<file path="config.mk">
export PLATFORM = sky130hd
export DESIGN_NAME = muldiv_ctrl_flat
export DESIGN_NICKNAME = d
export VERILOG_FILES = /design/src/rtl/muldiv_pkg.sv /design/src/rtl/muldiv_if.sv /design/src/rtl/muldiv_iter.sv /design/src/rtl/muldiv_ctrl.sv /design/src/flat_wrapper.sv
export SDC_FILE = /design/constraint.sdc
export NUM_CORES = 1
export LEC_CHECK = 0
export BUFFER_PORTS_ARGS = -buffer_cell sky130_fd_sc_hd__buf_2
export CAP_MARGIN = 20
export CORE_MARGIN = 2
export CORE_UTILIZATION = 53
export DETAILED_ROUTE_END_ITERATION = 8
export PLACE_DENSITY = 0.8
export SKIP_CTS_REPAIR_TIMING = 1
export SYNTH_ARGS = -nofsm -noshare
export SYNTH_HDL_FRONTEND = slang
export SYNTH_SLANG_ARGS = --single-unit
</file>
<file path="constraint.sdc">
create_clock -name clk -period 10.4 [get_ports clk]
set_clock_uncertainty 0.15 [all_clocks]
set_input_delay 1.04 -clock clk [delete_from_list [all_inputs] [get_ports clk]]
set_output_delay 1.04 -clock clk [all_outputs]
set_load 0.01 [all_outputs]
</file>
<file path="src/rtl/muldiv_pkg.sv">
// muldiv_pkg: op-code values, FSM state encoding and datapath kind shared by
// the HI/LO multiply/divide sequencer, its iteration datapath and its bench.
package muldiv_pkg;

    localparam int DEF_WIDTH = 32;

    localparam logic [2:0] OP_MULTU = 3'd0;
    localparam logic [2:0] OP_DIV   = 3'd1;
    localparam logic [2:0] OP_DIVU  = 3'd2;
    localparam logic [2:0] OP_MTHI  = 3'd3;
    localparam logic [2:0] OP_MTLO  = 3'd4;
    localparam logic [2:0] OP_MFHI  = 3'd5;
    localparam logic [2:0] OP_MFLO  = 3'd6;
    localparam logic [2:0] OP_MULT  = 3'd7;

    typedef enum logic {
        ST_IDLE = 1'b0,
        ST_RUN  = 1'b1
    } state_t;

    // Which recurrence the iteration datapath runs
    typedef enum logic {
        KIND_MUL = 1'b0,
        KIND_DIV = 1'b1
    } kind_t;

endpackage

</file>
<file path="src/rtl/muldiv_if.sv">
// muldiv_if: execute-stage side of the HI/LO unit. The pipeline drives the
// master modport; muldiv_ctrl sits on the slave modport.
interface muldiv_if #(parameter int WIDTH = 32);

    logic             op_valid;
    logic [2:0]       op;
    logic [WIDTH-1:0] rs_val;
    logic [WIDTH-1:0] rt_val;
    logic             flush;
    logic             stall;
    logic             busy;
    logic [WIDTH-1:0] rd_data;
    logic             rd_valid;
    logic [WIDTH-1:0] hi;
    logic [WIDTH-1:0] lo;

    modport master (
        output op_valid, op, rs_val, rt_val, flush,
        input  stall, busy, rd_data, rd_valid, hi, lo
    );

    modport slave (
        input  op_valid, op, rs_val, rt_val, flush,
        output stall, busy, rd_data, rd_valid, hi, lo
    );

endinterface

</file>
<file path="src/rtl/muldiv_iter.sv">
// muldiv_iter: unsigned shift-add multiplier / restoring divider, one bit per
// cycle for WIDTH cycles. Operands arrive as magnitudes; sign handling lives in
// muldiv_ctrl. done and the result are combinational in the final iteration so
// the caller can commit on the same edge the last step completes.
module muldiv_iter
    import muldiv_pkg::*;
#(
    parameter int WIDTH = 32
) (
    input  logic             clk,
    input  logic             rst_n,
    input  logic             start,
    input  logic             abort,
    input  kind_t            kind,
    input  logic [WIDTH-1:0] opa,
    input  logic [WIDTH-1:0] opb,
    output logic [WIDTH-1:0] result_hi,
    output logic [WIDTH-1:0] result_lo,
    output logic             done
);

    localparam int              CW   = (WIDTH > 2) ? $clog2(WIDTH) : 1;
    localparam logic [CW-1:0]   LAST = CW'(WIDTH - 1);

    logic             running;
    logic [CW-1:0]    cnt;
    kind_t            kind_q;
    logic [WIDTH-1:0] acc_hi;
    logic [WIDTH-1:0] acc_lo;
    logic [WIDTH-1:0] opb_q;
    logic [WIDTH-1:0] nxt_hi;
    logic [WIDTH-1:0] nxt_lo;
    logic [WIDTH:0]   mul_sum;
    logic [WIDTH:0]   div_shift;
    logic [WIDTH:0]   div_diff;

    // One recurrence step: acc_hi is the partial product / partial remainder,
    // acc_lo holds the multiplier bits still to consume or the quotient so far.
    always_comb begin
        mul_sum   = {1'b0, acc_hi} + (acc_lo[0] ? {1'b0, opb_q} : '0);
        div_shift = {acc_hi, acc_lo[WIDTH-1]};
        div_diff  = div_shift - {1'b0, opb_q};
        nxt_hi    = acc_hi;
        nxt_lo    = acc_lo;
        if (kind_q == KIND_MUL) begin
            nxt_hi = mul_sum[WIDTH:1];
            nxt_lo = {mul_sum[0], acc_lo[WIDTH-1:1]};
        end else if (!div_diff[WIDTH]) begin
            nxt_hi = div_diff[WIDTH-1:0];
            nxt_lo = {acc_lo[WIDTH-2:0], 1'b1};
        end else begin
            nxt_hi = div_shift[WIDTH-1:0];
            nxt_lo = {acc_lo[WIDTH-2:0], 1'b0};
        end
    end

    // Final-step outputs; the caller only looks at them while done is high.
    always_comb begin
        result_hi = nxt_hi;
        result_lo = nxt_lo;
        done      = running && (cnt == LAST);
    end

    // Operand load, per-cycle iteration and the WIDTH-cycle up-counter.
    always_ff @(posedge clk or negedge rst_n) begin
        if (!rst_n) begin
            running <= 1'b0;
            cnt     <= '0;
            kind_q  <= KIND_MUL;
            acc_hi  <= '0;
            acc_lo  <= '0;
            opb_q   <= '0;
        end else if (abort) begin
            running <= 1'b0;
            cnt     <= '0;
        end else if (start) begin
            running <= 1'b1;
            cnt     <= '0;
            kind_q  <= kind;
            acc_hi  <= '0;
            acc_lo  <= opa;
            opb_q   <= opb;
        end else if (running) begin
            acc_hi <= nxt_hi;
            acc_lo <= nxt_lo;
            if (cnt == LAST) begin
                running <= 1'b0;
                cnt     <= '0;
            end else begin
                cnt <= cnt + 1'b1;
            end
        end
    end

endmodule

</file>
<file path="src/rtl/muldiv_ctrl.sv">
// muldiv_ctrl: HI/LO sequencer beside the execute stage. Accepts one HI/LO
// op per cycle while idle, runs MULTU/DIV/DIVU (and MULT) through muldiv_iter,
// stalls the pipeline while the unit is busy and drops work on flush.
// Build option MULDIV_MULT_EN: op 7 becomes signed MULT; otherwise op 7 is an
// accepted no-op.
//
//   state   | meaning
//   --------+-------------------------------------------------------------
//   ST_IDLE | ready; MTxx/MFxx complete here, arithmetic ops launch RUN
//   ST_RUN  | iterating; every op_valid stalls; commit or flush returns IDLE
module muldiv_ctrl
    import muldiv_pkg::*;
#(
    parameter int WIDTH = 32
) (
    input  logic     clk,
    input  logic     rst_n,
    muldiv_if.slave  bus
);

`ifdef MULDIV_MULT_EN
    localparam bit MULT_EN = 1'b1;
`else
    localparam bit MULT_EN = 1'b0;
`endif

    state_t state;
    state_t state_nxt;

    logic               accept;
    logic               start;
    logic               abort;
    logic               commit;
    logic               stall_o;
    logic               busy_o;
    logic               rd_valid_o;
    logic [WIDTH-1:0]   rd_data_o;

    logic               is_mul;
    logic               is_div;
    logic               is_signed;
    logic               neg_a;
    logic               neg_b;
    kind_t              kind_d;
    logic [WIDTH-1:0]   mag_a;
    logic [WIDTH-1:0]   mag_b;

    kind_t              kind_q;
    logic               neg_q;
    logic               neg_r;
    logic               div0_q;
    logic [WIDTH-1:0]   rs_q;

    logic [WIDTH-1:0]   iter_hi;
    logic [WIDTH-1:0]   iter_lo;
    logic               iter_done;
    logic [2*WIDTH-1:0] prod;
    logic [2*WIDTH-1:0] prod_s;
    logic [WIDTH-1:0]   commit_hi;
    logic [WIDTH-1:0]   commit_lo;

    logic [WIDTH-1:0]   hi_q;
    logic [WIDTH-1:0]   lo_q;

    // Op decode and sign pre-processing: the datapath only sees magnitudes.
    always_comb begin
        is_mul    = (bus.op == OP_MULTU) || (MULT_EN && (bus.op == OP_MULT));
        is_div    = (bus.op == OP_DIV) || (bus.op == OP_DIVU);
        is_signed = (bus.op == OP_DIV) || (MULT_EN && (bus.op == OP_MULT));
        neg_a     = is_signed && bus.rs_val[WIDTH-1];
        neg_b     = is_signed && bus.rt_val[WIDTH-1];
        mag_a     = neg_a ? -bus.rs_val : bus.rs_val;
        mag_b     = neg_b ? -bus.rt_val : bus.rt_val;
        kind_d    = is_div ? KIND_DIV : KIND_MUL;
    end

    // State register.
    always_ff @(posedge clk or negedge rst_n) begin
        if (!rst_n) begin
            state <= ST_IDLE;
        end else begin
            state <= state_nxt;
        end
    end

    // Next state: flush wins over a same-cycle completion.
    always_comb begin
        state_nxt = state;
        case (state)
            ST_IDLE: if (start) state_nxt = ST_RUN;
            ST_RUN:  if (bus.flush || iter_done) state_nxt = ST_IDLE;
            default: state_nxt = ST_IDLE;
        endcase
    end

    // FSM outputs: accept/stall split, launch, abort, commit and the MFxx read.
    always_comb begin
        accept     = bus.op_valid && !bus.flush && (state == ST_IDLE);
        stall_o    = bus.op_valid && !bus.flush && (state == ST_RUN);
        busy_o     = (state == ST_RUN);
        start      = accept && (is_mul || is_div);
        abort      = (state == ST_RUN) && bus.flush;
        commit     = (state == ST_RUN) && !bus.flush && iter_done;
        rd_valid_o = accept && ((bus.op == OP_MFHI) || (bus.op == OP_MFLO));
        rd_data_o  = '0;
        if (rd_valid_o) begin
            rd_data_o = (bus.op == OP_MFHI) ? hi_q : lo_q;
        end
    end

    // Capture what post-processing needs; the datapath keeps its own operands.
    always_ff @(posedge clk or negedge rst_n) begin
        if (!rst_n) begin
            kind_q <= KIND_MUL;
            neg_q  <= 1'b0;
            neg_r  <= 1'b0;
            div0_q <= 1'b0;
            rs_q   <= '0;
        end else if (start) begin
            kind_q <= kind_d;
            neg_q  <= neg_a ^ neg_b;
            neg_r  <= neg_a;
            div0_q <= is_div && (bus.rt_val == '0);
            rs_q   <= bus.rs_val;
        end
    end

    muldiv_iter #(.WIDTH(WIDTH)) u_iter (
        .clk       (clk),
        .rst_n     (rst_n),
        .start     (start),
        .abort     (abort),
        .kind      (kind_d),
        .opa       (mag_a),
        .opb       (mag_b),
        .result_hi (iter_hi),
        .result_lo (iter_lo),
        .done      (iter_done)
    );

    // Sign post-processing. Divide by zero reports all-ones / dividend as-is;
    // most-negative / -1 falls out naturally as 0x8000_0000 remainder 0.
    always_comb begin
        prod      = {iter_hi, iter_lo};
        prod_s    = neg_q ? -prod : prod;
        commit_hi = prod_s[2*WIDTH-1:WIDTH];
        commit_lo = prod_s[WIDTH-1:0];
        if (kind_q == KIND_DIV) begin
            if (div0_q) begin
                commit_hi = rs_q;
                commit_lo = '1;
            end else begin
                commit_hi = neg_r ? -iter_hi : iter_hi;
                commit_lo = neg_q ? -iter_lo : iter_lo;
            end
        end
    end

    // HI/LO registers: arithmetic commit or MTHI/MTLO write.
    always_ff @(posedge clk or negedge rst_n) begin
        if (!rst_n) begin
            hi_q <= '0;
            lo_q <= '0;
        end else if (commit) begin
            hi_q <= commit_hi;
            lo_q <= commit_lo;
        end else if (accept) begin
            if (bus.op == OP_MTHI) hi_q <= bus.rs_val;
            if (bus.op == OP_MTLO) lo_q <= bus.rs_val;
        end
    end

    assign bus.stall    = stall_o;
    assign bus.busy     = busy_o;
    assign bus.rd_valid = rd_valid_o;
    assign bus.rd_data  = rd_data_o;
    assign bus.hi       = hi_q;
    assign bus.lo       = lo_q;

endmodule
</file>
<file path="src/flat_wrapper.sv">
// flat-port wrapper written by rule: the top's interface ports become plain ports
module muldiv_ctrl_flat import muldiv_pkg::*;
#(
    parameter int WIDTH = 32
)
  (clk, rst_n, bus_op_valid, bus_op, bus_rs_val, bus_rt_val, bus_flush, bus_stall, bus_busy, bus_rd_data, bus_rd_valid, bus_hi, bus_lo);
  muldiv_if #(.WIDTH(WIDTH)) bus_i ();
  input  logic clk;
  input  logic rst_n;
  input wire logic [$bits(bus_i.op_valid)-1:0] bus_op_valid;
  input wire logic [$bits(bus_i.op)-1:0] bus_op;
  input wire logic [$bits(bus_i.rs_val)-1:0] bus_rs_val;
  input wire logic [$bits(bus_i.rt_val)-1:0] bus_rt_val;
  input wire logic [$bits(bus_i.flush)-1:0] bus_flush;
  output wire logic [$bits(bus_i.stall)-1:0] bus_stall;
  output wire logic [$bits(bus_i.busy)-1:0] bus_busy;
  output wire logic [$bits(bus_i.rd_data)-1:0] bus_rd_data;
  output wire logic [$bits(bus_i.rd_valid)-1:0] bus_rd_valid;
  output wire logic [$bits(bus_i.hi)-1:0] bus_hi;
  output wire logic [$bits(bus_i.lo)-1:0] bus_lo;
  assign bus_i.op_valid = bus_op_valid;
  assign bus_i.op = bus_op;
  assign bus_i.rs_val = bus_rs_val;
  assign bus_i.rt_val = bus_rt_val;
  assign bus_i.flush = bus_flush;
  assign bus_stall = bus_i.stall;
  assign bus_busy = bus_i.busy;
  assign bus_rd_data = bus_i.rd_data;
  assign bus_rd_valid = bus_i.rd_valid;
  assign bus_hi = bus_i.hi;
  assign bus_lo = bus_i.lo;
  muldiv_ctrl #(.WIDTH(WIDTH)) u_core (.clk(clk), .rst_n(rst_n), .bus(bus_i));
endmodule
</file>
== After elaboration in Yosys (flattened, before gate mapping) ==
Cells that the tools add are included.
W data, S select, Z words.

* Register bits after elaboration: 204
* Input bits: 71
* Output and inout port bits: 99

* Bitwise gates (word level): 3
* Reduce and logical (&&, ||, !) cells: 28
* Mux-type cells: 38
* Add/subtract/negate cells: 8
* Equal/unequal tests: 7

{| class="wikitable"
|+ Operators with widths
! kind !! count
|-
| $mux W32 || 24
|-
| $neg A32 Y32 || 4
|-
| $mux W64 || 1
|-
| $neg A64 Y64 || 1
|-
| $add A32 B33 Y33 || 1
|-
| $sub A33 B32 Y33 || 1
|-
| $logic_not A32 Y1 || 1
|-
| $mux W5 || 4
|-
| $logic_and A1 B1 Y1 || 12
|-
| $eq A3 B3 Y1 const B || 3
|-
| $mux W1 || 8
|-
| $reduce_and A2 Y1 || 4
|-
| $reduce_bool A2 Y1 || 4
|-
| $eq A3 B2 Y1 const B || 2
|-
| $add A5 B1 Y5 const B || 1
|-
| $eq A5 B5 Y1 const B || 1
|-
| $logic_or A1 B1 Y1 || 4
|-
| $eq A3 B1 Y1 const B || 1
|-
| $logic_not A3 Y1 || 1
|-
| $reduce_bool A3 Y1 || 1
|-
| $not A1 Y1 || 2
|-
| $pmux W1 S2 || 1
|-
| $logic_not A1 Y1 || 1
|-
| $xor A1 B1 Y1 || 1
|}

== Longest topological paths before layout ==
Gate-level depths: netlist (run 1).

* Word-level depth: 8
* Gate-level depth with buffers: 23

== Modules after synthesis ==
A second synthesis (run 1) with hierarchy kept.

* Cells, all modules: 2,310
* Area, all modules: 18,142.4 µm²

{| class="wikitable"
|+ By module, submodules not included
! module !! seq. area each (µm²) !! times used !! cells an instance !! area each (µm²)
|-
| muldiv_iter || 2,577.5 || 1 || 1,118 || 9,136.3
|-
| muldiv_ctrl || 2,527.4 || 1 || 1,192 || 9,006.1
|}

== Worst setup path before layout (run 1) ==
Ideal clock, no wire load.

* Kind: register -> register
* Start point: register u_core.u_iter.acc_lo[31]
* End point: register u_core.hi_q[20], in the netlist u_core.bus.hi[20]
* Stages on the path, launching flop included: 23
* Arrival time: 5.018 ns
* Setup slack: 5.086 ns
* Path buffers: 0
* Clock period less this slack: 5.314 ns
* Path through: dfrtp_1 inv_1 ha_1 inv_1 fa_1 a211oi_1 o21a_1 a2111o_1 a2111oi_4 a2111oi_1 a21oi_1 ha_1 o211ai_1 o21bai_1 nor3_1 nand2b_1 nand2b_1 or2_2 nor4_1 nand3_1 or3_1 a21oi_1 a211oi_1

* Word-level cells in the longest chain between the ends: 8
* Elaborated cells on any way between the ends: 12
* Classes of those cells: add/sub: 3; mux: 9

{| class="wikitable"
|+ Ends and longest elaborated chain
! what !! RTL line !! source
|-
| start: declaration || muldiv_iter.sv:29 || <nowiki>logic [WIDTH-1:0] acc_lo;</nowiki>
|-
| start signal: assignment || muldiv_iter.sv:81 || <nowiki>acc_lo <= opa;</nowiki>
|-
| start signal: assignment || muldiv_iter.sv:85 || <nowiki>acc_lo <= nxt_lo;</nowiki>
|-
| $sub A33 B32 Y33 || muldiv_iter.sv:42 || <nowiki>div_diff = div_shift - {1'b0, opb_q};</nowiki>
|-
| $mux W32 || muldiv_iter.sv:48 || <nowiki>end else if (!div_diff[WIDTH]) begin</nowiki>
|-
| $mux W32 || muldiv_iter.sv:45 || <nowiki>if (kind_q == KIND_MUL) begin</nowiki>
|-
| $neg A32 Y32 || muldiv_ctrl.sv:153 || <nowiki>commit_hi = neg_r ? -iter_hi : iter_hi;</nowiki>
|-
| $mux W32 || muldiv_ctrl.sv:153 ||
|-
| $mux W32 || muldiv_ctrl.sv:149 || <nowiki>if (div0_q) begin</nowiki>
|-
| $mux W32 * || muldiv_ctrl.sv:148 || <nowiki>if (kind_q == KIND_DIV) begin</nowiki>
|-
| $mux W32 * || muldiv_ctrl.sv:164 || <nowiki>end else if (commit) begin</nowiki>
|-
| end signal: assignment || muldiv_ctrl.sv:165 || <nowiki>hi_q <= commit_hi;</nowiki>
|-
| end signal: assignment || muldiv_ctrl.sv:168 || <nowiki>if (bus.op == OP_MTHI) hi_q <= bus.rs_val;</nowiki>
|-
| end: declaration || muldiv_ctrl.sv:62 || <nowiki>logic [WIDTH-1:0] hi_q;</nowiki>
|}

Mark *: on every way between the ends. The rest lies on a longest branch, timed or not.
A chain may end at the register's enable or synchronous reset.

== Worst setup path after layout (run 1) ==
* Start point: register u_core.u_iter.acc_lo[31]
* End point: register u_core.hi_q[18], in the netlist u_core.bus.hi[18]

The elaborated chain is that of the path after synthesis.

==> results_dict.tcl, run 1 <==
set metrics [dict create \
    status "finished, final reports clean" \
    place_congestion 0.952 \
    worst_slack_ns 3.87 \
    worstPathRequired_ns 10.71 \
    grt_max_degree 111 \
    synth_fa_ha_area_share_pct 5.16 \
    synth-seq-area-share_pct 28.8 \
    grt_usage_pct 34.5 \
    synthesis.nets 2488 \
    post_drt_via_cell_ratio 6.45 \
    crit_path_end_kind "flip-flop" \
    cp_cell_sequence "inv_1 > ha_1 > inv_1 > fa_1 > a211oi_1 > o21a_1 > a2111oi_0 > o211ai_1 > a2111oi_1 > a21oi_1 > ha_1 > o211ai_1 > o21bai_1 > nor3_1 > nand2b_1 > nand2b_1 > or2_2 > nor4_1 > buf_4 > nand3_1 > o21ai_1 > xnor2_1 > o221ai_1 > a21oi_1" \
    crit_family "compound AO/OA/AOI/OAI gates" \
    cap_viol_max_count 0 \
    p_leak_nw 8.67 \
    synth_xor_area_share_pct 8.64 \
    synth_compound_area_share_pct 24.8 \
    dpl.cell_count 2849 \
    dp_hpwl_um 44700 \
    drc 0 \
    power_per_cell_area_nw_per_um2 302 \
    synth.distinct_cells 86 \
    synth_edf_count 0 \
    grt_pass1_vias 17600 \
    n_antenna_cell 0 \
    final-max-slew-violation-count 0 \
    vias 18700 \
    vdd_drop_max_uv 135 \
    drt-initial-drc-count 2026 \
    arrival_ns 6.84 \
    die-height_um 187 \
    slowest_stage "or2_2" \
    clockRootBuffer "clkbuf_16" \
    post-route-period-util_pct 62.8 \
    avgSynthCellArea_um2 7.56 \
    hold_ws_ns 0.321 \
    die_area_um2 34900 \
    start_kind "flip-flop" \
    drive_gt1_share_pct 12.5 \
    core-area_um2 32800 \
    p_total_mw 5.98 \
    start_util_pct 54.1 \
    antenna_found_initial 0 \
    path_clk_slew_ns 0.07 \
    yosys-top-cells-area "dfrtp_1 (29%), nand2_1 (11%), o21ai_0 (6.2%), xnor2_1 (5.2%), ha_1 (4.9%)" \
    cts_tree "done" \
    layout.cells.non_filler 2897 \
    synthMuxAreaShare_pct 3.43 \
    routed_wl_um 61500 \
    portBuffers 169 \
    grt_pass1_wl_um 98100 \
    slew_headroom_pct 23.3 \
    areaGrowthSynthToFinish_pct 11.7 \
    drtPass1Iterations 5 \
    synth_top_area_share_pct 28.8 \
    worst_path_largest_cell_delay_ns 0.45 \
    netlist_area_um2 17700 \
    synth-simple-area-share_pct 24.7 \
    setup_viol_count_final 0 \
    synth_top_family_by_area "compound AO/OA/AOI/OAI gates" \
    final.min_clock_period_ns 6.53 \
    synthArstFlopShare_pct 100 \
    postRouteAntennaNets 0 \
    crit_buf_inv 3 \
    min_path_type "reg -> reg" \
    pre_cts_slack_ns 4.11 \
    overflow 0 \
    rsz0062_at_grt "no" \
    die_w_um 187 \
    path_class "reg -> reg" \
    ys_warn_count 0 \
    htree_levels 1 \
    worst_pin_slew_ns 1.14 \
    crit_path_max_fanout 7 \
    wl_per_cell_um 21.2 \
    finalHoldViolCount 0 \
    synthCells 2345 \
    yosysTopAreaCell "dfrtp_1" \
    mostFrequentLayoutCell "nand2_1" \
    cts.sinks 204 \
    synth-main-ff-cell "dfrtp_1" \
    max_freq_mhz 153 \
    finish.utilization_pct 60.4 \
    layout.nets 2579 \
    fin_area_um2 19800 \
    cts_made_buffers 25 \
    cts.path.max_buffers 3 \
    post_dp_cell_area_um2 18900 \
    ios 170 \
    setup_tns_ns 0 \
    core.rowCount 66 \
    ys_seq_elements 204 \
    layout_common_cells "nand2_1 (504), o21ai_0 (219), dfrtp_1 (203)" \
    insertion_delay_ns 0.56 \
]
==> logic make-up (layout without fill, tap and decap cells) <==
group | Yosys count | after routing
AOI/OAI and AO/OA | 682 | 682
xor gates and xnor gates | 175 | 175
adders and majority gates | 72 | 72
buffers and inverters | 208 | 318
DFF | 204 | 204
muxes | 57 | 57
and+or+nand+nor | 947 | 947
==> worst register-to-register path: cells and delay by family (launching register included) <==
kind	cells	cell delay, ns
xor gates and xnor gates	1	0.16
DFF	1	0.40
AOI/OAI and AO/OA	11	2.69
and+or+nand+nor	6	1.82
buffers and inverters	3	0.34
adders and majority gates	3	0.87
==> path summary, 6_finish.rpt <==
kind	from	end	slack, ns	cells past startpoint
min in group asynchronous	rst_n	u_core.u_iter.acc_hi[7]	0.49	1
max in group asynchronous	rst_n	u_core.bus.hi[28]	8.33	2
hold reg to reg	u_core.rs_q[17]	u_core.rs_q[17]	0.32	2
hold / removal	u_core.rs_q[17]	u_core.rs_q[17]	0.32	2
setup / recovery	u_core.u_iter.acc_lo[31]	u_core.bus.hi[18]	3.87	24
setup reg to reg	u_core.u_iter.acc_lo[31]	u_core.bus.hi[18]	3.87	24
==> cell usage after synthesis (all sizes together), types with 10 or more instances <==
master and instances:
or3 30, nor2b 14, or4 13, a211oi 27, nor3 47, a22o 19, o21ai 222, nor2 114
xor2 69, dfrtp 204, nand4 24, xnor2 106, o41ai 14, nor4 11, clkbuf 125, nand2b 14
nand2 505, nor3b 10, nand3 62, inv 63, a21o 27, or2 13, ha 70, a221oi 10
and2 48, buf 18, a32oi 35, mux2i 49, a31oi 23, nand3b 11, a2111oi 10, o211ai 21
a21oi 169, o31ai 17
==> area by class of cell <==
type                    instances  area [µm²]
fillers                      2990       13000
multi-input cells            1933       11900
flip-flops and latches        204        5110
repair buffers                207        1140
clock buffers                  28         667
well taps                     442         553
inverters                      65         244
clock inverters                18         221
==> power breakdown <==
part	switching, mW	internal (mW)
clock network	0.395	0.565
logic	2.31	1.39
registers	0.288	1.02
==> routing by layer <==
| layer | part of all wire (%) | vias up | global-route usage, % |
|---|---|---|---|
| met5 | 0 | - | 0 |
| li1 | - | 8593 | - |
| met1 | 42 | 8926 | 48.2 |
| met3 | 9.2 | 167 | 4.99 |
| met4 | 4.4 | 0 | 13.4 |
| met2 | 44 | 1009 | 53.9 |
==> registers in the layout, indices dropped and copies added, names as in the netlist, 5 cells and up <==
signal and count:
u_core.u_iter.cnt 5, u_core.u_iter.acc_hi 32, u_core.u_iter.acc_lo 32, u_core.bus.hi 32
u_core.bus.lo 32, u_core.rs_q 32, u_core.u_iter.opb_q 32
Power figures use the tool's default switching activity.
==> inputs of run 2 (changes only) <==
Settings changed: PLACE_DENSITY 0.8 to 0.82.
Clock period 10.4 ns to 5.48 ns, I/O delays scaled along.
==> results_dict.tcl, run 2 (synthesized netlist as in run 1, its figures left out) <==
set metrics [dict create \
    status "finished, final reports clean" \
    die_w_um 187 \
    timing.rr.end "u_core.bus.hi[27]" \
    regToRegStartpoint "u_core.u_iter.acc_lo[0]" \
    clockRootBuffer "clkbuf_16" \
    ios 170 \
    fin_area_um2 21000 \
    slew_headroom_pct 27.9 \
    cts_tree "done" \
    worstPathRequired_ns 5.77 \
    crit_path_end_kind "flip-flop" \
    power_per_cell_area_nw_per_um2 591 \
    routed_wl_um 65200 \
    regArea_um2 5110 \
    arrival_ns 5.65 \
    layout.nets 2709 \
    post_drt_via_cell_ratio 6.43 \
    worst_pin_slew_ns 1.05 \
    start_util_pct 54.1 \
    finish.utilization_pct 64.0 \
    post_dp_cell_area_um2 19900 \
    final-max-slew-violation-count 0 \
    grt_max_degree 144 \
    path_clk_slew_ns 0.06 \
    grt_pass1_vias 18600 \
    cts.path.max_buffers 3 \
    cts.sinks 204 \
    post-route-period-util_pct 97.8 \
    critPathLaunch "u_core.u_iter.acc_lo[0]" \
    setup_viol_count_final 0 \
    postRouteAntennaNets 0 \
    wl_per_cell_um 21.5 \
    core.rowCount 66 \
    crit_path_end "u_core.bus.hi[27]" \
    vdd_drop_max_uv 308 \
    fillers 2927 \
    crit_path_max_fanout 20 \
    layout_common_cells "nand2_1 (504), o21ai_0 (217), dfrtp_1 (203)" \
    mostFrequentLayoutCell "nand2_1" \
    place_congestion 0.986 \
    r2r_cells 17 \
    drc 0 \
    vias 19500 \
    portBuffers 169 \
    min_path_type "in -> reg" \
    insertion_delay_ns 0.57 \
    final.min_clock_period_ns 5.36 \
    path_class "reg -> reg" \
    areaGrowthSynthToFinish_pct 18.4 \
    grt_pass1_wl_um 102000 \
    htree_levels 1 \
    p_leak_nw 9.33 \
    r2r_slack_ns 0.12 \
    finalHoldViolCount 0 \
    grt_usage_pct 36.2 \
    cts_made_buffers 26 \
    die_area_um2 34900 \
    die-height_um 187 \
    drt-initial-drc-count 2266 \
    cap_viol_max_count 0 \
    multi_input_area_um2 12100 \
    overflow 0 \
    dp_hpwl_um 47900 \
    antenna_found_initial 2 \
    drive_gt1_share_pct 17.7 \
    start_kind "flip-flop" \
    core-area_um2 32800 \
    max_freq_mhz 187 \
    drtPass1Iterations 8 \
]
[run 2: cell count changes in the layout (fill, tap and decap cells not counted), moves of 3 or more]
cell | before | now
buf_4 | 36 | 163
a21oi_1 | 168 | 164
clkbuf_1 | 0 | 4
ha_1 | 70 | 66
ha_2 | 0 | 4
a21oi_2 | 1 | 4
clkinv_2 | 4 | 7
nor3_1 | 46 | 43
nor3_2 | 1 | 4
[run 2: area by class of cell]
| cell class | instances | area share, % |
|---|---|---|
| clock buffer | 34 | 3.43 |
| clock inverter | 14 | 0.679 |
| antenna | 1 | 0.0119 |
| timing repair buffer | 336 | 10.2 |
| multi-input combinational | 1933 | 57.5 |
| tap | 442 | 2.63 |
| sequential | 204 | 24.3 |
| inverter | 65 | 1.16 |
[run 2: worst max-delay path, cell delays in order, from the launching register on]
cell	delay [ns]
dfrtp_1	0.40
buf_4	0.21
and2_1	0.16
ha_1	0.38
nand4_1	0.21
or3_1	0.38
a2111oi_0	0.90
a2111oi_0	0.15
dlymetal6s2s_1	0.26
xor2_1	0.17
a22oi_1	0.11
nor2_1	0.16
nand2_1	0.08
or4_1	0.54
o41ai_1	0.40
buf_4	0.18
xor2_1	0.05
a221o_1	0.33
[run 2: worst min path at each step]
stage,from,to,slack [ns],cells past startpoint
final,bus_rs_val[14],u_core.rs_q[14],0.11,3
after global routing,bus_rs_val[14],u_core.rs_q[14],0.12,3
after CTS,rst_n,u_core.u_iter.opb_q[6],-0.18,1
after detailed placement,u_core.rs_q[7],u_core.rs_q[7],0.31,2
after global placement,u_core.rs_q[15],u_core.rs_q[15],0.30,2
after floorplan,rst_n,u_core.bus.busy,0.10,0
[run 2: metrics by stage]
| stage | total power [mW] | hold WS [ns] | setup TNS, ns | std cells | setup WS [ns] |
|---|---|---|---|---|---|
| 2_1_floorplan | 7.28 | 0.102 | 0 | 2345 | 0.166 |
| 3_3_place_gp | 10.0 | 0.303 | 0 | 2975 | 0.114 |
| 3_5_place_dp | 10.2 | 0.312 | -0.213 | 2976 | -0.0687 |
| 4_1_cts | 12.0 | -0.181 | -0.985 | 3024 | -0.161 |
| 5_1_grt | 13.1 | 0.119 | -0.00820 | 3029 | -0.00820 |
| 6_report | 12.4 | 0.110 | 0 | 3029 | 0.120 |
[run 2: metal layers]
layer  part of all wire, %  GRT usage, %
met1                    41          49.1
met2                    44          56.7
met3                   9.4          5.82
met4                   5.1          16.9
met5                 0.020             0
[run 2: power breakdown]
group          switching [mW]  internal (mW)
logic                    4.86           3.33
registers               0.527           1.94
clock network           0.736           1.02
==> inputs of run 3 (changes only) <==
Settings changed: CTS_CLUSTER_DIAMETER set to 100, RECOVER_POWER set to 100.
==> results_dict.tcl, run 3 (synthesized netlist as in run 1, its figures left out) <==
set metrics [dict create \
    status "finished, violations left" \
    violations "capacitance limit, slew limit" \
    vdd_drop_max_uv 307 \
    grt_max_degree 144 \
    core.rowCount 66 \
    min_path_type "in -> reg" \
    die_area_um2 34900 \
    overflow 0 \
    post_drt_via_cell_ratio 6.45 \
    antenna_found_initial 2 \
    drtPass1Iterations 6 \
    grt_usage_pct 36.2 \
    layout.nets 2709 \
    cts_made_buffers 26 \
    start_kind "flip-flop" \
    areaGrowthSynthToFinish_pct 17.1 \
    drc 0 \
    portBuffers 169 \
    core-area_um2 32800 \
    dp_hpwl_um 47900 \
    worst_pin_slew_ns 3.44 \
    die_w_um 187 \
    worst_slack_ns 0.0210 \
    post-route-period-util_pct 99.6 \
    worstPathRequired_ns 5.77 \
    ios 170 \
    r2r_cells 16 \
    finalHoldViolCount 0 \
    slew_headroom_pct -129 \
    mostFrequentLayoutCell "nand2_1" \
    worst_path_largest_cell_delay_ns 0.98 \
    arrival_ns 5.75 \
    die-height_um 187 \
    crit_path_end "u_core.bus.hi[27]" \
    timing.rr.end "u_core.bus.hi[27]" \
    drt-initial-drc-count 2179 \
    fillers 3007 \
    pre_cts_slack_ns -0.0687 \
    hold_ws_ns 0.114 \
    final-max-slew-violation-count 279 \
    path_clk_slew_ns 0.06 \
    insertion_delay_ns 0.57 \
    final.min_clock_period_ns 5.46 \
    cp_cell_sequence "buf_4 > and2_1 > ha_1 > nand4_1 > or3_1 > a2111oi_0 > a2111oi_0 > dlymetal6s2s_1 > o21ai_0 > xnor2_1 > o21ai_0 > or4_1 > o41ai_1 > buf_4 > xor2_1 > a221o_1" \
    dpl.cell_count 2976 \
    finish.utilization_pct 63.4 \
    crit_path_end_kind "flip-flop" \
    path_class "reg -> reg" \
    grt_pass1_vias 18600 \
    setup_tns_ns 0 \
    r2r_slack_ns 0.02 \
    cts.sinks 204 \
    drive_gt1_share_pct 13.3 \
    cts_tree "done" \
    vias 19500 \
    cts.path.max_buffers 3 \
    rsz0062_at_grt "no" \
    regToRegStartpoint "u_core.u_iter.acc_lo[0]" \
    layout_common_cells "nand2_1 (505), o21ai_0 (217), dfrtp_1 (203)" \
    p_leak_nw 8.90 \
    start_util_pct 54.1 \
    postRouteAntennaNets 0 \
    place_congestion 0.986 \
    layout.cells.non_filler 3029 \
    power_per_cell_area_nw_per_um2 595 \
    critPathLaunch "u_core.u_iter.acc_lo[0]" \
    clockRootBuffer "clkbuf_16" \
    cap_viol_max_count 5 \
    routed_wl_um 65400 \
    grt_pass1_wl_um 102000 \
    crit_path_max_fanout 20 \
    setup_viol_count_final 0 \
    htree_levels 1 \
    max_freq_mhz 183 \
    slowest_stage "a2111oi_0" \
    wl_per_cell_um 21.6 \
]
run 3: worst min-delay path by stage:
stage	end	cells past startpoint	startpoint	slack [ns]
2_1_floorplan	u_core.bus.busy	0	rst_n	0.10
3_3_place_gp	u_core.rs_q[15]	2	u_core.rs_q[15]	0.30
3_5_place_dp	u_core.rs_q[7]	2	u_core.rs_q[7]	0.31
4_1_cts	u_core.u_iter.opb_q[6]	1	rst_n	-0.18
5_1_grt	u_core.rs_q[14]	3	bus_rs_val[14]	0.12
6_report	u_core.rs_q[14]	3	bus_rs_val[14]	0.11
run 3: worst max-delay path, delay by kind of cell (launching register included):
family / cells / cell delay (ns)
DFF: 1 / 0.40
adders and majority gates: 1 / 0.38
and+or+nand+nor: 4 / 1.29
AOI/OAI and AO/OA: 6 / 2.21
buffers and inverters: 3 / 0.66
xor gates and xnor gates: 2 / 0.22
run 3: per-layer routing:
layer	track usage (%)	vias to the layer above	share of wire, %
met5	0	-	0.020
met2	56.7	1181	44
met4	16.9	2	5.1
met3	5.82	220	9.9
met1	49.1	9277	41
li1	-	8860	-
run 3: layout make-up:
cell class	instances	area (µm²)	share of cell area [%]
clock inverters	14	143	0.687
multi-input cells	1933	12000	57.9
well taps	442	553	2.66
flip-flops and latches	204	5110	24.6
clock buffers	34	721	3.47
inverters	65	244	1.17
repair buffers	336	1970	9.48
diodes	1	2.50	0.0120
run 3: through the flow:
step	power [mW]	area (µm²)
2_1_floorplan	7.28	17700
3_3_place_gp	10.0	19900
3_5_place_dp	10.2	19900
4_1_cts	12.0	20700
5_1_grt	13.1	20800
6_report	12.4	20800
run 3: power by group:
part,internal [mW],total [mW],switching (mW)
sequential,1.94,2.47,0.529
clock,1.02,1.76,0.737
combinational,3.29,8.13,4.85
total,6.25,12.4,6.11
